`src/rtl/dds_pkg.sv`:
```
// Shared definitions for the dds_gen numerically controlled oscillator.
//   - waveform mode encodings (mode port)
//   - frequency-tuning-word handshake state encoding
//   - dither LFSR seed/taps and its step function (used only when DDS_DITHER_EN is defined)
package dds_pkg;

    localparam logic [1:0] MODE_SINE = 2'd0;
    localparam logic [1:0] MODE_SAW  = 2'd1;
    localparam logic [1:0] MODE_TRI  = 2'd2;
    localparam logic [1:0] MODE_SQR  = 2'd3;

    typedef enum logic {
        ST_IDLE = 1'b0,
        ST_PEND = 1'b1
    } ftw_state_e;

    // x^16 + x^14 + x^13 + x^11 + 1 as a right-shifting Fibonacci register:
    // feedback is the XOR of bits 0, 2, 3 and 5, shifted in at bit 15.
    localparam logic [15:0] LFSR_SEED = 16'hACE1;
    localparam logic [15:0] LFSR_TAPS = 16'h002D;

    function automatic logic [15:0] lfsr_next(input logic [15:0] s);
        return {^(s & LFSR_TAPS), s[15:1]};
    endfunction

endpackage

```
`src/rtl/dds_qrom.sv`:
```
// Registered quarter-wave sine ROM.
//   clk  : rising-edge clock
//   addr : quadrant-folded index, ADDR_WIDTH-2 bits
//   q    : round(A*sin(2*pi*(addr+0.5)/2^ADDR_WIDTH)), A = 2^(OUT_WIDTH-1)-1, unsigned,
//          OUT_WIDTH-1 bits, one cycle after addr
// Contents are computed at elaboration by a fixed-point Taylor series.
module dds_qrom
    import dds_pkg::*;
#(
    parameter int unsigned ADDR_WIDTH = 8,
    parameter int unsigned OUT_WIDTH  = 8
) (
    input  logic                  clk,
    input  logic [ADDR_WIDTH-3:0] addr,
    output logic [OUT_WIDTH-2:0]  q
);

    localparam int unsigned N    = 1 << (ADDR_WIDTH - 2);
    localparam int unsigned AMP  = (1 << (OUT_WIDTH - 1)) - 1;
    localparam int unsigned FX   = 28;
    localparam longint      PI_FX = 64'sd843314857; // pi * 2^28

    function automatic logic [OUT_WIDTH-2:0] sine_word(input int unsigned k);
        longint x;
        longint x2;
        longint term;
        longint sum;
        longint r;
        // x = pi*(2k+1)/2^ADDR_WIDTH, always inside the first quadrant
        x    = (PI_FX * longint'(2 * k + 1)) >>> ADDR_WIDTH;
        x2   = (x * x) >>> FX;
        term = x;
        sum  = x;
        for (int n = 1; n <= 7; n++) begin
            term = -(((term * x2) >>> FX) / longint'(4 * n * n + 2 * n));
            sum  = sum + term;
        end
        r = (sum * longint'(AMP) + (longint'(1) <<< (FX - 1))) >>> FX;
        return r[OUT_WIDTH-2:0];
    endfunction

    logic [OUT_WIDTH-2:0] rom [N];

    for (genvar k = 0; k < N; k++) begin : g_rom
        assign rom[k] = sine_word(k);
    end

    always_ff @(posedge clk) begin
        q <= rom[addr];
    end

endmodule

```
`src/rtl/dds_gen.sv`:
```
// Parametrised DDS function generator / NCO.
//   clk, reset(active-low, async) ; en advances the phase accumulator
//   ftw_in/ftw_valid/ftw_ready/ftw_sync : tuning-word load handshake; ftw_sync=1 defers the
//                                         new word to the next accumulator wrap
//   phase_off : offset added to the lookup phase ; phase_clr : synchronous accumulator clear
//   mode      : 0 sine, 1 sawtooth, 2 triangle, 3 square
//   wave/wave_valid : signed sample, 3 cycles after the accumulator register
//   acc_msb   : top ADDR_WIDTH accumulator bits, no added latency
// Optional: define DDS_DITHER_EN to add LFSR phase dither ahead of truncation.
module dds_gen
    import dds_pkg::*;
#(
    parameter int unsigned ACC_WIDTH  = 32,
    parameter int unsigned ADDR_WIDTH = 8,
    parameter int unsigned OUT_WIDTH  = 8
) (
    input  logic                        clk,
    input  logic                        reset,
    input  logic                        en,
    input  logic [ACC_WIDTH-1:0]        ftw_in,
    input  logic                        ftw_valid,
    output logic                        ftw_ready,
    input  logic                        ftw_sync,
    input  logic [ADDR_WIDTH-1:0]       phase_off,
    input  logic                        phase_clr,
    input  logic [1:0]                  mode,
    output logic signed [OUT_WIDTH-1:0] wave,
    output logic                        wave_valid,
    output logic [ADDR_WIDTH-1:0]       acc_msb
);

    localparam logic signed [OUT_WIDTH-1:0] AMP = {1'b0, {(OUT_WIDTH - 1){1'b1}}};

    ftw_state_e           state_q, state_d;
    logic [ACC_WIDTH-1:0] acc_q, acc_d;
    logic [ACC_WIDTH-1:0] ftw_q, ftw_d;
    logic [ACC_WIDTH-1:0] shadow_q, shadow_d;
    logic [ACC_WIDTH-1:0] acc_sum;
    logic                 acc_carry;

    assign {acc_carry, acc_sum} = {1'b0, acc_q} + {1'b0, ftw_q};
    assign ftw_ready = (state_q == ST_IDLE);
    assign acc_msb   = acc_q[ACC_WIDTH-1 -: ADDR_WIDTH];

    always_comb begin
        acc_d    = acc_q;
        ftw_d    = ftw_q;
        shadow_d = shadow_q;
        state_d  = state_q;
        if (en) begin
            acc_d = acc_sum;
        end
        if (phase_clr) begin
            // Clear wins over any word offered this cycle; a pending word lands now.
            acc_d = '0;
            if (state_q == ST_PEND) begin
                ftw_d   = shadow_q;
                state_d = ST_IDLE;
            end
        end else begin
            unique case (state_q)
                ST_IDLE: begin
                    if (ftw_valid) begin
                        if (ftw_sync) begin
                            shadow_d = ftw_in;
                            state_d  = ST_PEND;
                        end else begin
                            ftw_d = ftw_in;
                        end
                    end
                end
                ST_PEND: begin
                    // The wrapping add itself still uses the old word.
                    if (en && acc_carry) begin
                        ftw_d   = shadow_q;
                        state_d = ST_IDLE;
                    end
                end
                default: state_d = ST_IDLE;
            endcase
        end
    end

    // Lookup phase before truncation, optionally dithered.
    logic [ADDR_WIDTH-1:0] acc_top;

`ifdef DDS_DITHER_EN
    localparam int unsigned DITH_W =
        (ACC_WIDTH - ADDR_WIDTH > 16) ? 16 : ACC_WIDTH - ADDR_WIDTH;
    localparam logic [15:0] DITH_MASK = 16'((32'd1 << DITH_W) - 32'd1);

    logic [15:0]          lfsr_q, lfsr_d;
    logic [ACC_WIDTH-1:0] acc_dith;

    assign lfsr_d   = en ? lfsr_next(lfsr_q) : lfsr_q;
    assign acc_dith = acc_q + ACC_WIDTH'(lfsr_q & DITH_MASK);
    assign acc_top  = acc_dith[ACC_WIDTH-1 -: ADDR_WIDTH];

    always_ff @(posedge clk or negedge reset) begin
        if (!reset) begin
            lfsr_q <= LFSR_SEED;
        end else begin
            lfsr_q <= lfsr_d;
        end
    end
`else
    assign acc_top = acc_q[ACC_WIDTH-1 -: ADDR_WIDTH];
`endif

    // S1: phase + offset, mode and valid
    logic [ADDR_WIDTH-1:0] p1_q, p1_d;
    logic [1:0]            mode1_q;
    logic                  v1_q;
    // S2: phase, mode, valid alongside the registered ROM word
    logic [ADDR_WIDTH-1:0] p2_q;
    logic [1:0]            mode2_q;
    logic                  v2_q;
    logic [ADDR_WIDTH-3:0] rom_addr;
    logic [OUT_WIDTH-2:0]  rom_q;
    // S3: output sample
    logic signed [OUT_WIDTH-1:0] wave_q, wave_d;
    logic                        wave_valid_q;

    assign p1_d = acc_top + phase_off;

    // Odd quadrants read the quarter wave backwards: N-1-i is the bitwise inverse of i.
    assign rom_addr = p1_q[ADDR_WIDTH-2] ? ~p1_q[ADDR_WIDTH-3:0] : p1_q[ADDR_WIDTH-3:0];

    dds_qrom #(
        .ADDR_WIDTH(ADDR_WIDTH),
        .OUT_WIDTH (OUT_WIDTH)
    ) u_qrom (
        .clk (clk),
        .addr(rom_addr),
        .q   (rom_q)
    );

    logic                        p2_msb;
    logic [ADDR_WIDTH-2:0]       tri_u;
    logic [OUT_WIDTH-1:0]        saw_raw;
    logic [OUT_WIDTH-1:0]        tri_raw;
    logic signed [OUT_WIDTH-1:0] sine_pos;

    assign p2_msb   = p2_q[ADDR_WIDTH-1];
    assign tri_u    = p2_q[ADDR_WIDTH-2:0] ^ {(ADDR_WIDTH - 1){p2_msb}};
    assign sine_pos = $signed({1'b0, rom_q});

    if (ADDR_WIDTH >= OUT_WIDTH) begin : g_saw_trunc
        assign saw_raw = p2_q[ADDR_WIDTH-1 -: OUT_WIDTH];
    end else begin : g_saw_pad
        assign saw_raw = {p2_q, {(OUT_WIDTH - ADDR_WIDTH){1'b0}}};
    end

    // Padding bits are inverted along with u so the falling half peaks at +max.
    if (ADDR_WIDTH > OUT_WIDTH) begin : g_tri_trunc
        assign tri_raw = tri_u[ADDR_WIDTH-2 -: OUT_WIDTH];
    end else begin : g_tri_pad
        assign tri_raw = {tri_u, {(OUT_WIDTH - ADDR_WIDTH + 1){p2_msb}}};
    end

    always_comb begin
        wave_d = '0;
        unique case (mode2_q)
            MODE_SINE: wave_d = p2_msb ? -sine_pos : sine_pos;
            MODE_SAW:  wave_d = $signed({~saw_raw[OUT_WIDTH-1], saw_raw[OUT_WIDTH-2:0]});
            MODE_TRI:  wave_d = $signed({~tri_raw[OUT_WIDTH-1], tri_raw[OUT_WIDTH-2:0]});
            MODE_SQR:  wave_d = p2_msb ? -AMP : AMP;
            default:   wave_d = '0;
        endcase
    end

    always_ff @(posedge clk or negedge reset) begin
        if (!reset) begin
            state_q      <= ST_IDLE;
            acc_q        <= '0;
            ftw_q        <= '0;
            shadow_q     <= '0;
            p1_q         <= '0;
            mode1_q      <= MODE_SINE;
            v1_q         <= 1'b0;
            p2_q         <= '0;
            mode2_q      <= MODE_SINE;
            v2_q         <= 1'b0;
            wave_q       <= '0;
            wave_valid_q <= 1'b0;
        end else begin
            state_q      <= state_d;
            acc_q        <= acc_d;
            ftw_q        <= ftw_d;
            shadow_q     <= shadow_d;
            p1_q         <= p1_d;
            mode1_q      <= mode;
            v1_q         <= en;
            p2_q         <= p1_q;
            mode2_q      <= mode1_q;
            v2_q         <= v1_q;
            wave_q       <= wave_d;
            wave_valid_q <= v2_q;
        end
    end

    assign wave       = wave_q;
    assign wave_valid = wave_valid_q;

endmodule

```
`config.mk`:
```
export PLATFORM = sky130hd
export DESIGN_NAME = dds_gen
export DESIGN_NICKNAME = d
export VERILOG_FILES = /design/src/rtl/dds_pkg.sv /design/src/rtl/dds_qrom.sv /design/src/rtl/dds_gen.sv
export SDC_FILE = /design/constraint.sdc
export NUM_CORES = 1
export LEC_CHECK = 0
export CAP_MARGIN = 20
export CORE_UTILIZATION = 35
export DETAILED_ROUTE_END_ITERATION = 10
export MAX_ROUTING_LAYER = met4
export PLACE_DENSITY = 0.55
export SLEW_MARGIN = 20
export SYNTH_ARGS = -nofsm -noshare
export SYNTH_HDL_FRONTEND = slang
export SYNTH_SLANG_ARGS = --single-unit
```
`constraint.sdc`:
```
create_clock -name clk -period 4.3 [get_ports clk]
set_clock_uncertainty 0.1 [all_clocks]
set_input_delay 0.43 -clock clk [delete_from_list [all_inputs] [get_ports clk]]
set_output_delay 0.43 -clock clk [all_outputs]
set_load 0.02 [all_outputs]
```
Yosys cells after proc, flatten, opt, wreduce, memory -nomap -nowiden
Memories as Yosys holds them, arrays and structs flattened. A register that Yosys moved wholly into a read port is not among the register bits.
Cells that the tools add are included.
- register bits after elaboration: 128
- ROM bits: 448
- logic and storage cells: 52
- memories: 1
- memories (memory ; words ; bits a word ; rd ports ; clocked after memory_dff ; write ports ; RTL line ; text):
    (name not given) ; 64 ; 7 ; 1 ; 1 ; 0 ; dds_qrom.sv:49 ; q <= rom[addr];
- add/subtract/negate cells: 3
- equal/unequal tests: 7
- muxes and demuxes: 17
- bitwise gates (word level): 7
- reductions and logical operators: 5
- operators with widths (kind ; number):
    2-to-1 mux 32 bit ; 7
    one-hot mux 32 bit (2 select lines) ; 1
    adder 32 x 32 -> 33 bit ; 1
    one-hot mux 8 bit (4 select lines) ; 1
    2-to-1 mux 8 bit ; 2
    inequality test 3 x 2 -> 1 bit (second input constant) ; 3
    adder 8 bit ; 1
    negator 7 -> 8 bit ; 1
    AND reduction 4 bit ; 2
    NOT 6 -> 7 bit ; 1
    XOR 7 bit ; 1
    2-to-1 mux 6 bit ; 1
    NOT 6 bit ; 1
    equality test 2 bit (second input constant) ; 2
    2-to-1 mux 1 bit ; 4
    NOT 1 bit ; 4
    equality test 2 x 1 -> 1 bit (second input constant) ; 1
    zero test 2 bit ; 1
    inequality test 2 x 1 -> 1 bit (second input constant) ; 1
    one-hot mux 1 bit (2 select lines) ; 1
    nonzero test 2 bit ; 1
    logical AND 1 bit ; 1

Longest topological paths before layout
Gate-level depths: netlist of run 1.
- depth in word-level cells: 5
- gate-level depth with buffers: 11
- gate-level depth less buffers: 10

Cells and area by module
Synthesis of run 1 repeated with hierarchy kept, for this count alone.
- cells, all modules: 759
- area, all modules: 8251.7 µm²
- by module, submodules not included (module ; instances ; cells each ; area each (µm²)):
    dds_gen ; 1 ; 670 ; 7527.2
    dds_qrom ; 1 ; 89 ; 724.4

Worst setup path after synthesis of run 1
No wires, ideal clock.
- path kind: register to register
- start: register acc_q[0]
- end: register ftw_q[10]
- setup time: 0.125 ns
- arrival: 2.757 ns
- data required time: 4.075 ns
- path slack: 1.318 ns
- stages on the path, launching flop included: 12
- buffers on the path: 1
- clock period less this slack: 2.982 ns
- path through: dfrtp_1 ha_1 fa_1 a21oi_1 o211ai_1 a21oi_1 o21ai_4 nand4_1 a31oi_2 a21oi_2 buf_6 mux2_4
- cells in the longest elaborated chain, start to end: 4
- RTL lines (element ; RTL line ; text):
    from (decl) ; dds_gen.sv:35 ; logic [ACC_WIDTH-1:0] acc_q, acc_d;
    from (signal assigned) ; dds_gen.sv:175 ; acc_q <= '0;
    from (signal assigned) ; dds_gen.sv:188 ; acc_q <= acc_d;
    adder 32 x 32 -> 33 bit ; dds_gen.sv:41 ; assign {acc_carry, acc_sum} = {1'b0, acc_q} + {1'b0, ftw_q};
    logical AND 1 bit ; dds_gen.sv:74 ; if (en && acc_carry) begin
    inequality test 3 x 2 -> 1 bit (no line) ; - ;
    AND reduction 4 bit (no line) ; - ;
    to (signal assigned) ; dds_gen.sv:189 ; ftw_q <= ftw_d;
    to (decl) ; dds_gen.sv:36 ; logic [ACC_WIDTH-1:0] ftw_q, ftw_d;
No other way between the ends.
A chain may end at the register's enable or synchronous reset.

Worst setup path after layout of run 1
- start: register acc_q[0]
- end: register ftw_q[1]
The elaborated chain is that of the path after synthesis.

==> results of run 1 <==
## state kept, by name, summed over array words and instances, names as in the netlist
name and count:
acc_q 32, ftw_q 32, mode1_q 2, mode2_q 2, p1_q 8, p2_q 8, shadow_q 32, state_q 1
u_qrom.q 7, v1_q 1, v2_q 1, wave 8, wave_valid 1
## layer usage
metal / up-vias / track usage [%]
li1: 3143 / -
met2: 133 / 27.4
met5: - / -
met4: 0 / 4.99
met3: 24 / 3.39
met1: 3041 / 20.7
## cell type report
cell class / instances / area share [%]
Multi-Input combinational cell: 626 / 47.7
Sequential cell: 135 / 33.4
Timing Repair Buffer: 76 / 7.56
Clock buffer: 19 / 4.42
Tap cell: 319 / 3.98
Clock inverter: 13 / 2.02
Inverter: 26 / 0.974
## power groups by stage
stage,Clock [W],Combinational [W],Sequential [W]
after floorplan,0,0.00343,0.00206
after global placement,0,0.00422,0.00227
after detailed placement,0,0.00423,0.00228
after CTS,0.00164,0.00426,0.00227
after global routing,0.00169,0.00473,0.00234
final,0.00160,0.00426,0.00226
## stage by stage
stage / worst slack [ns] / instance area [sq um]
after floorplan: 1.32 / 8450
after global placement: 0.823 / 9360
after detailed placement: 0.764 / 9360
after CTS: 0.752 / 10000
after global routing: 0.554 / 10000
final: 0.804 / 10000
## cells by family after synthesis
kind of cell	Yosys count	synth area share (%)
DFF	135	39.6
buffers and inverters	78	4.09
muxes	122	17.2
and+or+nand+nor	204	11.1
AOI/OAI and AO/OA	211	16.4
adders and majority gates	50	7.58
xor gates and xnor gates	39	4.04
## cell usage in the layout, fill, tap and decap left out, types with 17 or more instances in the layout
cell type	count
dfrtp_1	128
nor2_1	76
mux2_2	66
clkdlybuf4s50_1	63
a21oi_1	61
nand2_1	54
ha_1	48
o21ai_0	43
mux2_4	30
xnor2_1	25
mux2i_1	24
inv_1	23
nand3_1	17
clkbuf_16	17
## path summary, 6_finish.rpt
check                          from        end  cells after the start
min in group asynchronous     reset    p2_q[2]                      2
setup reg to reg           acc_q[0]   ftw_q[1]                     11
setup / recovery           acc_q[0]   ftw_q[1]                     11
hold / removal              p1_q[7]    p2_q[7]                      0
hold reg to reg             p1_q[7]    p2_q[7]                      0
max in group asynchronous     reset  acc_q[13]                      3
==> reports/metrics.cfg, run 1 <==
[outcome]
outcome = finished, final reports clean

[cts]
cts_hold_buf = 1
clk_pin_slew_worst_paths_ns = 0.06
cts_resized = 0
clock-sinks = 135
cts_buffer_depth = 2
cts_htree_levels = 4
cts_inserted_buffers = 17
clock-root-buffer = clkbuf_16
cts_setup_buffers = 0
cts_tree = yes
clk_latency_ns = 0.42

[grt]
overflow = 0
antenna_found_initial = 0
grt_pass1_vias = 6167
grt_pass1_wl_microns = 31400
track_usage_pct = 16.7
grt_max_degree = 53

[setup_path]
end_kind = flop
cp_max_fo = 26
crit_buf_inv = 1
cpMaxStageDelayCell = fa_1
cp_cell_sequence = ha_1 > fa_1 > a21oi_1 > o211ai_1 > a21oi_1 > o21ai_4 > nand4_1 > a31oi_2 > a21oi_4 > buf_12 > mux2_1
required_ns = 4.50
crit_type = flop to flop
cp_common_cell = a21oi_1
rrSetupSlack_ns = 0.80
start_kind = flop
worstPathArrival_ns = 3.69
cp_top_family = compound AO/OA/AOI/OAI gates
critPathMaxStageDelay_ns = 0.41

[yosys]
syn_area_sq_um = 8450
synth_cell_type_count = 71
ys_async_sr_fraction_pct = 94.8
synthFlopType = dfrtp_1
ys_ff_latch = 135
synth_warnings = 0
synth_area_leaders = dfrtp_1 38%, mux2_2 8.8%, ha_1 7.1%, mux2_4 5.3%, a21oi_1 3.6%
synth_nets = 937
synth_edf_count = 0
synth_commonest_cells = 128 x dfrtp_1, 77 x nor2_1, 66 x mux2_2, 61 x a21oi_1, 54 x nand2_1
synth_area_per_cell_sq_um = 10.1
synth_area_leader_cell = dfrtp_1
synth_most_common_cell = dfrtp_1
yosysSeqAreaShare_pct = 39.6
synthCells = 839
netlist.area_leader.share_pct = 37.9

[sta]
hold_violations = 0
rsz0062_at_grt = no
fmax_ghz = 0.286
slew_viol_final = 0
finalSetupViolCount = 0
max_slew_margin_pct = 43.1
fin_crit_sh_pct = 81.3
setup_tns_ns = 0
holdWs_ns = 0.248
layout_min_cycle_time_ns = 3.50
tightest_slew_ns = 0.854

[placement]
gp_congestion = 0.904
io_buffers = 65
numPlacedInstances = 1181
dp_hpwl_microns = 13900

[route]
wl_met2_microns = 9290
num_vias = 6341
wl_met3_microns = 711
wl_microns = 19400
drtIter0Drc = 267
met1Wirelength_microns = 9060
highest_layer = met4
post_drt_via_cell_ratio = 5.22
antenna_left = 0
drc = 0
wire_per_inst_microns = 16.0
firstDrtPassIters = 5

[hold_path]
worstHoldPathType = flop to flop

[power_and_ir_drop]
intPower_w = 0.00478
clockPowerShare_pct = 19.7
swShare_pct = 41.1
fin_total_pwr_w = 0.00812
p_switching_w = 0.00334
peakVddDrop_uv = 314
pwr-share-seq_pct = 27.9
leakage_nw = 4.42
powerDensity_nw_per_um2 = 811
p_comb_share_pct = 52.5

[layout]
fillers = 2316
multi_input_area_sq_um = 4770
fin_nets = 980
area_growth_pct = 18.6
seq_area_sq_um = 3340
drive_gt1_share_pct = 16.5
num_antenna_cells = 0
fin_cells = 1214
fin_util_pct = 42.5

[die]
die_y_microns = 157
rows = 56
die_area_sq_um = 24800
core_sq_um = 23500
pin_count = 66
start_util_pct = 35.9
dieWidth_microns = 157

[flow_run]
drv_cap = 0

Note: power is estimated with default switching activity, not from simulation.
==> run 2: changes to the inputs <==
- clock period: 4.3 -> 3.6 ns (I/O delays scaled with it)
==> run 2 against run 1 <==
- sequential power rose by 16%
- combinational power is 22% higher
- sequential share of layout area down 0.079 points
- critical path type unchanged
- largest cell class unchanged
- largest power group unchanged
==> reports/metrics.cfg, run 2 (synthesized netlist as in run 1, its figures left out) <==
[outcome]
outcome = finished, final reports clean

[setup_path]
cp_top_family = compound AO/OA/AOI/OAI gates
r2r_end = ftw_q[0]
cp_cell_sequence = ha_1 > fa_1 > a21oi_1 > o211ai_1 > a21oi_1 > o21ai_4 > nand4_1 > a31oi_2 > a21oi_4 > buf_12 > mux2_1
rrSetupSlack_ns = 0.33
end_kind = flop
crit_buf_inv = 1
start_kind = flop
path_depth = 11
rr_worst_depth = 11
critPathMaxStageDelay_ns = 0.42
worstPathArrival_ns = 3.47
r2r-start = acc_q[0]
cpMaxStageDelayCell = fa_1
cp_common_cell = a21oi_1
cp_max_fo = 24
required_ns = 3.80
crit_type = flop to flop

[route]
post_drt_via_cell_ratio = 5.22
antenna_left = 0
wl_microns = 18900
firstDrtPassIters = 5
drc = 0
wire_per_inst_microns = 15.5
drtIter0Drc = 317
num_vias = 6365

[sta]
fmax_ghz = 0.306
setup_tns_ns = 0
fin_crit_sh_pct = 90.8
slew_viol_final = 0
max_slew_margin_pct = 36.3
fin_ws_ns = 0.333
hold_violations = 0
tightest_slew_ns = 0.948
layout_min_cycle_time_ns = 3.27
finalSetupViolCount = 0
rsz0062_at_grt = no

[power_and_ir_drop]
leakage_nw = 4.43
peakVddDrop_uv = 346
powerDensity_nw_per_um2 = 958

[die]
start_util_pct = 35.9
die_y_microns = 157
core_sq_um = 23500
die_area_sq_um = 24800
rows = 56
pin_count = 66
dieWidth_microns = 157

[placement]
place_ws_ns = 0.322
io_buffers = 65
dp_hpwl_microns = 13600
gp_congestion = 0.913

[layout]
drive_gt1_share_pct = 16.8
num_antenna_cells = 0
fin_nets = 986
area_growth_pct = 18.9
layout_common_cells = 128 x dfrtp_1, 76 x nor2_1, 66 x mux2_2, 63 x clkdlybuf4s50_1, 61 x a21oi_1
largestRegisters = acc_q (32), ftw_q (32), shadow_q (32)
final_common_cell = dfrtp_1

[cts]
cts_hold_buf = 1
cts_inserted_buffers = 17
cts_setup_buffers = 0
cts_htree_levels = 4
clock-sinks = 135
clk_latency_ns = 0.42
clk_pin_slew_worst_paths_ns = 0.06
cts_resized = 0
clock-root-buffer = clkbuf_16
cts_tree = yes
cts_buffer_depth = 2

[grt]
grt_pass1_vias = 6289
grt_max_degree = 90
overflow = 0
antenna_found_initial = 0
grt_pass1_wl_microns = 31600
track_usage_pct = 16.8

[flow_run]
drv_cap = 0

[hold_path]
holdPathStages = 0
holdPathEnd = v2_q
min_from = v1_q
worstHoldPathType = flop to flop

[run 2: worst reg2reg max path, cell delays in order (launching register included)]
cell	delay, ns
dfrtp_1	0.38
ha_1	0.24
fa_1	0.42
a21oi_1	0.21
o211ai_1	0.15
a21oi_1	0.39
o21ai_4	0.16
nand4_1	0.15
a31oi_2	0.13
a21oi_4	0.21
buf_12	0.23
mux2_1	0.37
[run 2: per-stage QoR]
step / area, sq um / hold slack, ns / util (%) / std cells / power, W
finish: 10000 / 0.241 / 42.6 / 1220 / 0.00961
global route: 10000 / 0.249 / 42.6 / 1220 / 0.0104
CTS: 10000 / 0.246 / 42.6 / 1220 / 0.00968
detailed placement: 9420 / 0.235 / 40.0 / 1187 / 0.00782
global placement: 9420 / 0.232 / 40.0 / 1187 / 0.00781
floorplan: 8450 / -0.0356 / - / 839 / 0.00657
[run 2: final cells by class]
class                   count  area [sq um]
multi-input cells         626          4770
flip-flops and latches    135          3340
repair buffers             82           815
clock buffers              25           495
well taps                 319           399
inverters                  26          97.6
fillers                  2305         13500
clock inverters             7           116
[run 2: power by group]
| part | total [W] | switching [W] | internal [W] |
|---|---|---|---|
| combinational | 0.00518 | 0.00279 | 0.00239 |
| clock | 0.00180 | 0.000641 | 0.00116 |
| sequential | 0.00263 | 0.000514 | 0.00212 |
[run 2: how the worst max path moves through the flow]
stage | startpoint | to | slack [ns]
floorplan | acc_q[0] | ftw_q[10] | 0.62
global placement | acc_q[0] | ftw_q[0] | 0.39
detailed placement | acc_q[0] | ftw_q[0] | 0.32
CTS | acc_q[0] | ftw_q[1] | 0.30
global route | acc_q[0] | ftw_q[0] | 0.12
finish | acc_q[0] | ftw_q[0] | 0.33
[run 2: metal layers]
layer	vias up	GRT usage [%]	wire, microns
met4	0	6.24	340
met1	3066	20.7	8850
met2	114	27.5	9090
met5	-	-	0
li1	3159	-	-
met3	26	3.06	655
